`src/rtl/pipe_stage_reg_pkg.sv`:
```
// Shared definitions for the inter-stage pipeline registers of the MIPS core:
// reset/handler PCs, exception codes and the per-edge update action.
package pipe_stage_reg_pkg;

    localparam logic [31:0] PC_RESET_VAL   = 32'h0000_3000;
    localparam logic [31:0] EXC_HANDLER_PC = 32'h0000_4180;

    // Exception codes carried down the pipe (0 means no exception).
    localparam logic [4:0] EXC_NONE = 5'd0;
    localparam logic [4:0] EXC_ADEL = 5'd4;
    localparam logic [4:0] EXC_ADES = 5'd5;
    localparam logic [4:0] EXC_SYS  = 5'd8;
    localparam logic [4:0] EXC_BP   = 5'd9;
    localparam logic [4:0] EXC_RI   = 5'd10;
    localparam logic [4:0] EXC_OV   = 5'd12;

    typedef enum logic [1:0] {
        ACT_LOAD     = 2'd0,
        ACT_HOLD     = 2'd1,
        ACT_BUBBLE   = 2'd2,
        ACT_REDIRECT = 2'd3
    } stage_act_e;

    // Redirect beats bubble beats hold; a flush wins over a stall because the
    // upstream stall is what drives the downstream flush.
    function automatic stage_act_e select_act(input logic req, input logic flush,
                                              input logic stall);
        if (req)        return ACT_REDIRECT;
        else if (flush) return ACT_BUBBLE;
        else if (stall) return ACT_HOLD;
        else            return ACT_LOAD;
    endfunction

endpackage

```
`src/rtl/pipe_stage_reg_sat_counter.sv`:
```
// Saturating up-counter used for the stall/bubble performance counters.
module sat_counter #(
    parameter int unsigned WIDTH = 32
) (
    input  logic             clk,
    input  logic             reset,
    input  logic             inc,
    output logic [WIDTH-1:0] count
);

    logic [WIDTH-1:0] count_q;
    logic [WIDTH-1:0] count_d;

    // Count up on inc, sticking at all-ones rather than wrapping.
    always_comb begin
        count_d = count_q;
        if (inc && (count_q != {WIDTH{1'b1}})) begin
            count_d = count_q + 1'b1;
        end
    end

    // Counter state with asynchronous clear.
    always_ff @(posedge clk or posedge reset) begin
        if (reset) begin
            count_q <= '0;
        end else begin
            count_q <= count_d;
        end
    end

    assign count = count_q;

endmodule

```
`src/rtl/pipe_stage_reg.sv`:
```
// Inter-stage pipeline register (F/D, D/E, E/M, M/W): PC, payload, exception
// code, delay-slot flag and valid bit, with hold, bubble and redirect.
// Define PIPE_PERF_EN to add the stall_cnt/bubble_cnt performance counters.
module pipe_stage_reg
    import pipe_stage_reg_pkg::*;
#(
    parameter int unsigned DATA_W     = 32,
    parameter int unsigned EXC_W      = 5,
    parameter logic [31:0] PC_RESET   = PC_RESET_VAL,
    parameter logic [31:0] HANDLER_PC = EXC_HANDLER_PC,
    parameter int unsigned CNT_W      = 32
) (
    input  logic              clk,
    input  logic              reset,
    input  logic              stall,
    input  logic              flush,
    input  logic              req,
    input  logic [31:0]       in_pc,
    input  logic [DATA_W-1:0] in_data,
    input  logic [EXC_W-1:0]  in_exc,
    input  logic              in_bd,
    input  logic              in_valid,
    output logic [31:0]       out_pc,
    output logic [DATA_W-1:0] out_data,
    output logic [EXC_W-1:0]  out_exc,
    output logic              out_bd,
    output logic              out_valid
`ifdef PIPE_PERF_EN
    ,
    output logic [CNT_W-1:0]  stall_cnt,
    output logic [CNT_W-1:0]  bubble_cnt
`endif
);

    stage_act_e        act;
    logic [31:0]       pc_q, pc_d;
    logic [DATA_W-1:0] data_q, data_d;
    logic [EXC_W-1:0]  exc_q, exc_d;
    logic              bd_q, bd_d;
    logic              valid_q, valid_d;

    assign act = select_act(req, flush, stall);

    // Next-state selection; a bubble keeps PC and delay-slot flag so a later
    // exception on this slot can still be reported precisely.
    always_comb begin
        pc_d    = pc_q;
        data_d  = data_q;
        exc_d   = exc_q;
        bd_d    = bd_q;
        valid_d = valid_q;
        unique case (act)
            ACT_REDIRECT: begin
                pc_d    = HANDLER_PC;
                data_d  = '0;
                exc_d   = EXC_W'(EXC_NONE);
                bd_d    = 1'b0;
                valid_d = 1'b0;
            end
            ACT_BUBBLE: begin
                pc_d    = in_pc;
                data_d  = '0;
                exc_d   = EXC_W'(EXC_NONE);
                bd_d    = in_bd;
                valid_d = 1'b0;
            end
            ACT_HOLD: begin
            end
            ACT_LOAD: begin
                pc_d    = in_pc;
                data_d  = in_data;
                exc_d   = in_exc;
                bd_d    = in_bd;
                valid_d = in_valid;
            end
            default: begin
            end
        endcase
    end

    // Stage contents, asynchronously reset to an invalid slot at PC_RESET.
    always_ff @(posedge clk or posedge reset) begin
        if (reset) begin
            pc_q    <= PC_RESET;
            data_q  <= '0;
            exc_q   <= EXC_W'(EXC_NONE);
            bd_q    <= 1'b0;
            valid_q <= 1'b0;
        end else begin
            pc_q    <= pc_d;
            data_q  <= data_d;
            exc_q   <= exc_d;
            bd_q    <= bd_d;
            valid_q <= valid_d;
        end
    end

    assign out_pc    = pc_q;
    assign out_data  = data_q;
    assign out_exc   = exc_q;
    assign out_bd    = bd_q;
    assign out_valid = valid_q;

`ifdef PIPE_PERF_EN
    sat_counter #(.WIDTH(CNT_W)) u_stall_cnt (
        .clk   (clk),
        .reset (reset),
        .inc   (act == ACT_HOLD),
        .count (stall_cnt)
    );

    sat_counter #(.WIDTH(CNT_W)) u_bubble_cnt (
        .clk   (clk),
        .reset (reset),
        .inc   (act == ACT_BUBBLE),
        .count (bubble_cnt)
    );
`else
    if (CNT_W == 0) begin : g_no_perf
    end
`endif

endmodule

```
`config.mk`:
```
export PLATFORM = sky130hd
export DESIGN_NAME = pipe_stage_reg
export DESIGN_NICKNAME = d
export VERILOG_FILES = /design/src/rtl/pipe_stage_reg_pkg.sv /design/src/rtl/pipe_stage_reg_sat_counter.sv /design/src/rtl/pipe_stage_reg.sv
export SDC_FILE = /design/constraint.sdc
export NUM_CORES = 1
export LEC_CHECK = 0
export CORE_MARGIN = 2
export CORE_UTILIZATION = 34
export CTS_CLUSTER_SIZE = 10
export DETAILED_ROUTE_END_ITERATION = 10
export GPL_TIMING_DRIVEN = 0
export PLACE_DENSITY = 0.7
export SETUP_SLACK_MARGIN = 0.05
export SLEW_MARGIN = 20
export SYNTH_ARGS = -nofsm -noshare
export SYNTH_HDL_FRONTEND = slang
export SYNTH_HIERARCHICAL = 1
export SYNTH_SLANG_ARGS = --single-unit
```
`constraint.sdc`:
```
create_clock -name clk -period 1.9 [get_ports clk]
set_input_delay 0.285 -clock clk [delete_from_list [all_inputs] [get_ports clk]]
set_output_delay 0.285 -clock clk [all_outputs]
set_load 0.02 [all_outputs]
```
## Word-level counts from Yosys, hierarchy flattened

Index checks and enable logic that the tools add are counted.

- Register bits after elaboration: 71
- Input bits: 76
- Logic and storage cells: 20

- Equality and inequality tests: 2
- Muxes and demuxes: 8
- Reductions and logical operators: 5

Operator list:

| cell | count |
|---|---|
| $pmux 32 s2 | 2 |
| $pmux 5 s2 | 1 |
| $eq 2x2->1 const B | 2 |
| $mux 2 | 2 |
| $pmux 1 s2 | 2 |
| $reduce_bool 2->1 | 2 |
| $reduce_or 2->1 | 2 |
| $logic_not 2->1 | 1 |
| $mux 1 | 1 |

## Longest topological paths before layout

Gate-level depths: netlist of the first run.

- Depth in word-level cells: 6
- Depth in mapped cells: 5

## Least setup slack after synthesis of the first run

OpenSTA, ideal clock, no wires.

- Kind: input-to-reg
- Start point: in stall
- End point: reg data_q[12], in the netlist out_data[12]
- Library setup time: 118 ps
- Arrival: 993 ps
- Data required time: 1,782 ps
- Slack: 788 ps
- Cell stages on the path: 5
- Path buffers: 3
- Cell sequence: buf_2 > buf_6 > buf_4 > mux2i_1 > nor2_1

- Longest elaborated chain between the ends: 6

RTL lines:

| item | RTL line | RTL |
|---|---|---|
| start: declaration | pipe_stage_reg.sv:15 | `input logic stall,` |
| $mux 1 (*) | pipe_stage_reg_pkg.sv:30 | `else if (stall) return ACT_HOLD;` |
| $mux 2 (*) | pipe_stage_reg_pkg.sv:29 | `else if (flush) return ACT_BUBBLE;` |
| $mux 2 (*) | pipe_stage_reg_pkg.sv:28 | `if (req) return ACT_REDIRECT;` |
| $eq 2x2->1 | pipe_stage_reg.sv:52 | `unique case (act)` |
| $reduce_or 2->1 (no source line) | - |  |
| $pmux 32 s2 or $reduce_bool 2->1 (tied branches) | - |  |
| end signal: assignment | pipe_stage_reg.sv:91 | `data_q <= data_d;` |
| end: declaration | pipe_stage_reg.sv:37 | `logic [DATA_W-1:0] data_q, data_d;` |

Mark *: on every way between the ends. The rest lies on a longest branch, timed or not.
A chain may end at the register's enable or synchronous reset.

## Worst setup path after layout of the first run

- Start point: reg pc_q[12], in the netlist out_pc[12]
- End point: out out_pc[12]

RTL lines:

| item | RTL line | RTL |
|---|---|---|
| start: declaration | pipe_stage_reg.sv:36 | `logic [31:0] pc_q, pc_d;` |
| start signal: assignment | pipe_stage_reg.sv:90 | `pc_q <= pc_d;` |
| end: declaration | pipe_stage_reg.sv:23 | `output logic [31:0] out_pc,` |

No word-level cell between the ends.

==> impl_metrics.tcl, run 1 <==
set metrics [dict create \
    status "completed" \
    route.detailed.drc 0 \
    end_kind "output pin" \
    cts_tree "built" \
    syn_avg_cell_area_um2 11.8 \
    cts_hold_buf 0 \
    ys.warnings.count 6 \
    seqCellArea_um2 1780 \
    grt_max_degree 27 \
    antennaDiodeCount 0 \
    crit_buf_inv 1 \
    synth_seq_cells 71 \
    cts_buffer_depth 2 \
    p_total_mw 3.68 \
    finalWirelength_um 8350 \
    timing.hold.ws_ns 0.265 \
    hold_viol_final 0 \
    firstDrtPassIters 4 \
    finalInstanceArea_um2 5130 \
    crit_family "buffers and inverters" \
    finClkSkew_ns 0 \
    critical_path_class "reg -> out" \
    reg2regPathDepth 2 \
    muxShareOfSynthArea_pct 12.6 \
    p_leak_nw 2.21 \
    critPathMaxFanout 2 \
    placed_area_um2 4900 \
    synth_top_family_by_area "simple AND/OR/NAND/NOR gates" \
    fin_crit_sh_pct 93.3 \
    wire_per_inst_um 14.8 \
    syn_inst 275 \
    crit_required_ns 1.62 \
    cp_slowest_cell "clkdlybuf4s50_1" \
    async_flop_share_pct 100 \
    synthXorXnorAreaFrac_pct 0 \
    startpoint_type "flip-flop" \
    synthDistinctLibCells 17 \
    holdCritStartpoint "req" \
    cap_violations 0 \
    num_vias 2618 \
    max_stage_delay_ns 0.62 \
    clk_latency_ns 0.33 \
    portBuffers 144 \
    synth_compound_area_share_pct 4.62 \
    io_pins 147 \
    grt_first_pass_wirelength_um 13600 \
    setup-violations-final 0 \
    max-vdd-ir-drop_uv 424 \
    numCtsBuffers 9 \
    die_h_um 102 \
    gp_congestion 0.724 \
    antenna_left 0 \
    synth_edf_count 0 \
    slew_headroom_pct 62.3 \
    drive_above_1_share_pct 8.47 \
    cts_resized 0 \
    multi_input_area_um2 1270 \
    hp-class "in -> reg" \
    period_needed_ns 1.77 \
    timing.fmax_ghz 0.564 \
    ctsRootBufferMaster "clkbuf_8" \
    maxSlewViolCount 0 \
    p_per_area_nw_per_um2 718 \
    worst_ep_arrival_time_ns 1.49 \
    hold_depth 3 \
    grt_pass1_vias 2652 \
    n_fill_cell 822 \
    clk_pin_slew_ns 0.08 \
    cts_setup_buffers 0 \
    track_usage_pct 16.8 \
    syn-num-nets 351 \
    ff2ff_setup_slack_ns 1.10 \
    antenna_found_initial 0 \
    r2r_start "out_pc[12]" \
    yosys.area_share.simple_pct 21.7 \
    synthFlopType "dfrtp_1" \
    min_to "out_pc[30]" \
    routed_via_density 4.63 \
    crit_chain "clkdlybuf4s50_1" \
    dp.cells 550 \
    timing.final.ws_setup_ns 0.128 \
    drt_iter0_drc 62 \
    grt-ovfl-total 0 \
    tightest_slew_ns 0.564 \
    hpwl_um 6060 \
    syn2layout_area_growth_pct 57.7 \
    ys_seq_area_share_pct 54.7 \
    htreeDepth 3 \
    die-area_um2 10400 \
    layout.cells.non_filler 566 \
    core_area_um2 9240 \
    grt_setup_unrepaired "false" \
    num_rows 35 \
    netlist_area_um2 3250 \
    r2r_end "out_pc[12]" \
    start_util_pct 35.2 \
    clock-sinks 71 \
    dieWidth_um 102 \
    synthAdderAreaFrac_pct 0 \
    nNetsFinal 508 \
    dp_worst_setup_slack_ns 0.295 \
]
## worst max path at each step
stage / startpoint / to / slack [ns] / cells after the start
floorplan: stall / out_data[12] / 0.79 / 5
global placement: reset / out_pc[24] / -0.09 / 2
detailed placement: flush / out_pc[21] / 0.30 / 5
CTS: out_pc[12] / out_pc[12] / 0.1 / 1
global route: out_pc[13] / out_pc[13] / 0.08 / 1
finish: out_pc[12] / out_pc[12] / 0.13 / 1
## logic make-up after synthesis
| group | count (synthesis) |
|---|---|
| and+or+nand+nor | 106 |
| DFF | 71 |
| muxes | 41 |
| AOI/OAI and AO/OA | 30 |
| buffers and inverters | 27 |
## stage by stage
stage	util (%)	setup TNS [ns]
finish	55.5	0
floorplan	-	0
detailed placement	53.0	0
global placement	52.6	-5.68
CTS	55.5	0
global route	55.5	0
## where the power goes
part / switching, mW / internal (mW)
Combinational: 0.302 / 0.380
Clock: 0.601 / 0.782
Sequential: 0.0374 / 1.58
## layer usage
layer | GRT usage, % | vias up | part of all wire, % | wire [um]
li1 | - | 1256 | - | -
met1 | 22.5 | 1256 | 44 | 3710
met2 | 25.7 | 94 | 46 | 3850
met3 | 4.83 | 12 | 7.9 | 657
met4 | 6.65 | 0 | 1.6 | 133
met5 | 0 | - | 0 | 0
## cell usage in the layout, fill, tap and decap left out
cell and n:
clkdlybuf4s50_1 144, dfrtp_1 69, nor2_1 44, mux2i_1 41
nand2b_1 30, nand4bb_1 30, o21ai_1 30, clkbuf_8 10
buf_2 6, clkbuf_1 5, dlygate4sd1_1 5, buf_6 4
buf_4 3, clkinvlp_4 3, buf_8 2, bufinv_16 2
buf_12 2, dfstp_2 2, or2_4 1, nor2b_1 1
dlymetal6s2s_1 1, clkinv_4 1, inv_6 1
## tightest hold or removal path, cell delays in order
cell	delay (ns)
buf_6	0.11
nand4bb_1	0.12
o21ai_1	0.06
## cells in the mapped netlist, types with 2 or more instances
| master | n | area, um2 |
|---|---|---|
| dfrtp_1 | 69 | 1730 |
| buf_4 | 3 | 22.5 |
| mux2i_1 | 41 | 410 |
| clkbuf_1 | 5 | 18.8 |
| nand4bb_1 | 30 | 338 |
| buf_8 | 2 | 30.0 |
| dlygate4sd1_1 | 5 | 43.8 |
| dfstp_2 | 2 | 52.6 |
| buf_6 | 4 | 45.0 |
| o21ai_1 | 30 | 150 |
| nand2b_1 | 30 | 188 |
| nor2_1 | 44 | 165 |
| buf_2 | 6 | 30.0 |
## layout make-up
type,instances,share of cell area (%)
repair buffers,146,28.9
inverters,1,0.146
well taps,129,3.15
multi-input cells,177,24.7
plain buffers,26,3.95
flip-flops and latches,71,34.7
clock inverters,6,1.81
clock buffers,10,2.68
## registers in the layout (all words and copies together), names as in the netlist
name,count
out_exc,5
out_valid,1
out_data,32
out_pc,32
out_bd,1
No activity file was read; power rests on OpenSTA's default activity.
==> run 2, diff against run 1 <==
Settings changed: REMOVE_ABC_BUFFERS from default to 1, SKIP_CTS_REPAIR_TIMING from default to 1.
==> impl_metrics.tcl, run 2 (synthesis results as in run 1) <==
set metrics [dict create \
    status "completed" \
    route.detailed.drc 0 \
    htreeDepth 3 \
    drt_iter0_drc 72 \
    slew_headroom_pct 66.3 \
    startpoint_type "flip-flop" \
    wl_met1_um 3460 \
    dieWidth_um 102 \
    fin_crit_sh_pct 92.0 \
    routed_via_density 4.62 \
    seqPwrFrac_pct 46.6 \
    p_switching_mw 0.887 \
    cts_buffer_depth 2 \
    switching_share_pct 25.5 \
    core_area_um2 9240 \
    num_rows 35 \
    dr_wl_met2_um 3630 \
    seqCellArea_um2 1780 \
    period_needed_ns 1.75 \
    hp-class "in -> async" \
    portBuffers 146 \
    end_kind "output pin" \
    wire_per_inst_um 14.7 \
    finalWirelength_um 7990 \
    antenna_left 0 \
    p_leak_nw 2.11 \
    n_fill_cell 828 \
    antenna_found_initial 0 \
    crit_family "buffers and inverters" \
    crit_buf_inv 1 \
    cap_violations 0 \
    num_vias 2514 \
    highest_layer "met4" \
    finClkSkew_ns 0 \
    setup-violations-final 0 \
    ctsRootBufferMaster "clkbuf_8" \
    combPwrFrac_pct 19.0 \
    critical_path_class "reg -> out" \
    max_stage_delay_ns 0.60 \
    syn2layout_area_growth_pct 52.9 \
    io_pins 147 \
    cp_num_cells 1 \
    grt_setup_unrepaired "false" \
    met3_length_um 813 \
    hpwl_um 5340 \
    internal-power_mw 2.59 \
    tightest_slew_ns 0.506 \
    layout_common_cells "143 x clkdlybuf4s50_1, 69 x dfrtp_1, 44 x nor2_1" \
    critPathMaxFanout 2 \
    drive_above_1_share_pct 6.51 \
    multi_input_area_um2 1270 \
    grt_first_pass_wirelength_um 13100 \
    p_total_mw 3.47 \
    clk_latency_ns 0.33 \
    nNetsFinal 486 \
    start_util_pct 35.2 \
    grt-ovfl-total 0 \
    cts_tree "built" \
    firstDrtPassIters 4 \
    reg2regPathDepth 2 \
    die_h_um 102 \
    clock_power_share_pct 34.4 \
    grt_max_degree 45 \
    timing.fmax_ghz 0.572 \
    final_common_cell "clkdlybuf4s50_1" \
    track_usage_pct 16.1 \
    clock-sinks 71 \
    p_per_area_nw_per_um2 699 \
    fin_util_pct 53.8 \
    max-vdd-ir-drop_uv 329 \
    antennaDiodeCount 0 \
    hold_viol_final 0 \
    cp_slowest_cell "clkdlybuf4s50_1" \
    die-area_um2 10400 \
    grt_pass1_vias 2681 \
    maxSlewViolCount 0 \
    gp_congestion 0.657 \
    crit_chain "clkdlybuf4s50_1" \
    clk_pin_slew_ns 0.07 \
    numCtsBuffers 9 \
    worst_ep_arrival_time_ns 1.46 \
    crit_required_ns 1.62 \
]
-- run 2: changes by cell type in the layout (fill, tap and decap cells not counted), moves of 2 or more --
cell,before,now
buf_16,0,3
buf_2,6,2
buf_4,3,1
buf_6,4,0
buf_8,2,0
clkbuf_1,5,1
dlygate4sd1_1,5,0
-- run 2: final cells by class --
cell class	instances	share of cell area (%)
Clock buffer	11	2.84
Tap cell	129	3.25
Multi-Input combinational cell	177	25.6
Clock inverter	5	1.16
Timing Repair Buffer	150	31.2
Sequential cell	71	35.8
Inverter	1	0.126
-- run 2: stage by stage --
| stage | std cells | worst slack, ns | hold slack (ns) | cell area, um2 | setup TNS, ns |
|---|---|---|---|---|---|
| after floorplan | 249 | -0.178 | 0.391 | 3050 | -12.30 |
| after global placement | 524 | -3.77 | 0.498 | 4670 | -295.70 |
| after detailed placement | 528 | -0.415 | 0.513 | 4780 | -25.60 |
| after CTS | 544 | -0.0632 | 0.358 | 4980 | -2.34 |
| after global routing | 544 | 0.101 | 0.370 | 4970 | 0 |
| final | 544 | 0.151 | 0.353 | 4970 | 0 |
-- run 2: routing by layer --
layer	track usage (%)	up-vias
met5	0	-
met4	5.30	0
met3	6.97	9
met2	24.7	95
met1	20.5	1197
li1	-	1213
-- run 2: worst paths after layout --
| path | from | to | slack [ns] |
|---|---|---|---|
| min reg2reg | out_pc[12] | out_pc[12] | 0.52 |
| min | reset | out_data[27] | 0.35 |
| max | out_pc[13] | out_pc[13] | 0.15 |
| max reg2reg | out_pc[13] | out_pc[13] | 1.10 |
| min in group clk | stall | out_pc[10] | 0.42 |
| max in group asynchronous | reset | out_pc[13] | 0.93 |
-- run 2: power by group through the flow --
stage | Combinational [mW] | Sequential, mW | Clock (mW)
2_1_floorplan | 0.169 | 1.73 | 0
3_3_place_gp | 0.656 | 1.64 | 0
3_5_place_dp | 0.670 | 1.65 | 0
4_1_cts | 0.673 | 1.62 | 1.23
5_1_grt | 0.714 | 1.63 | 1.31
6_report | 0.660 | 1.62 | 1.19
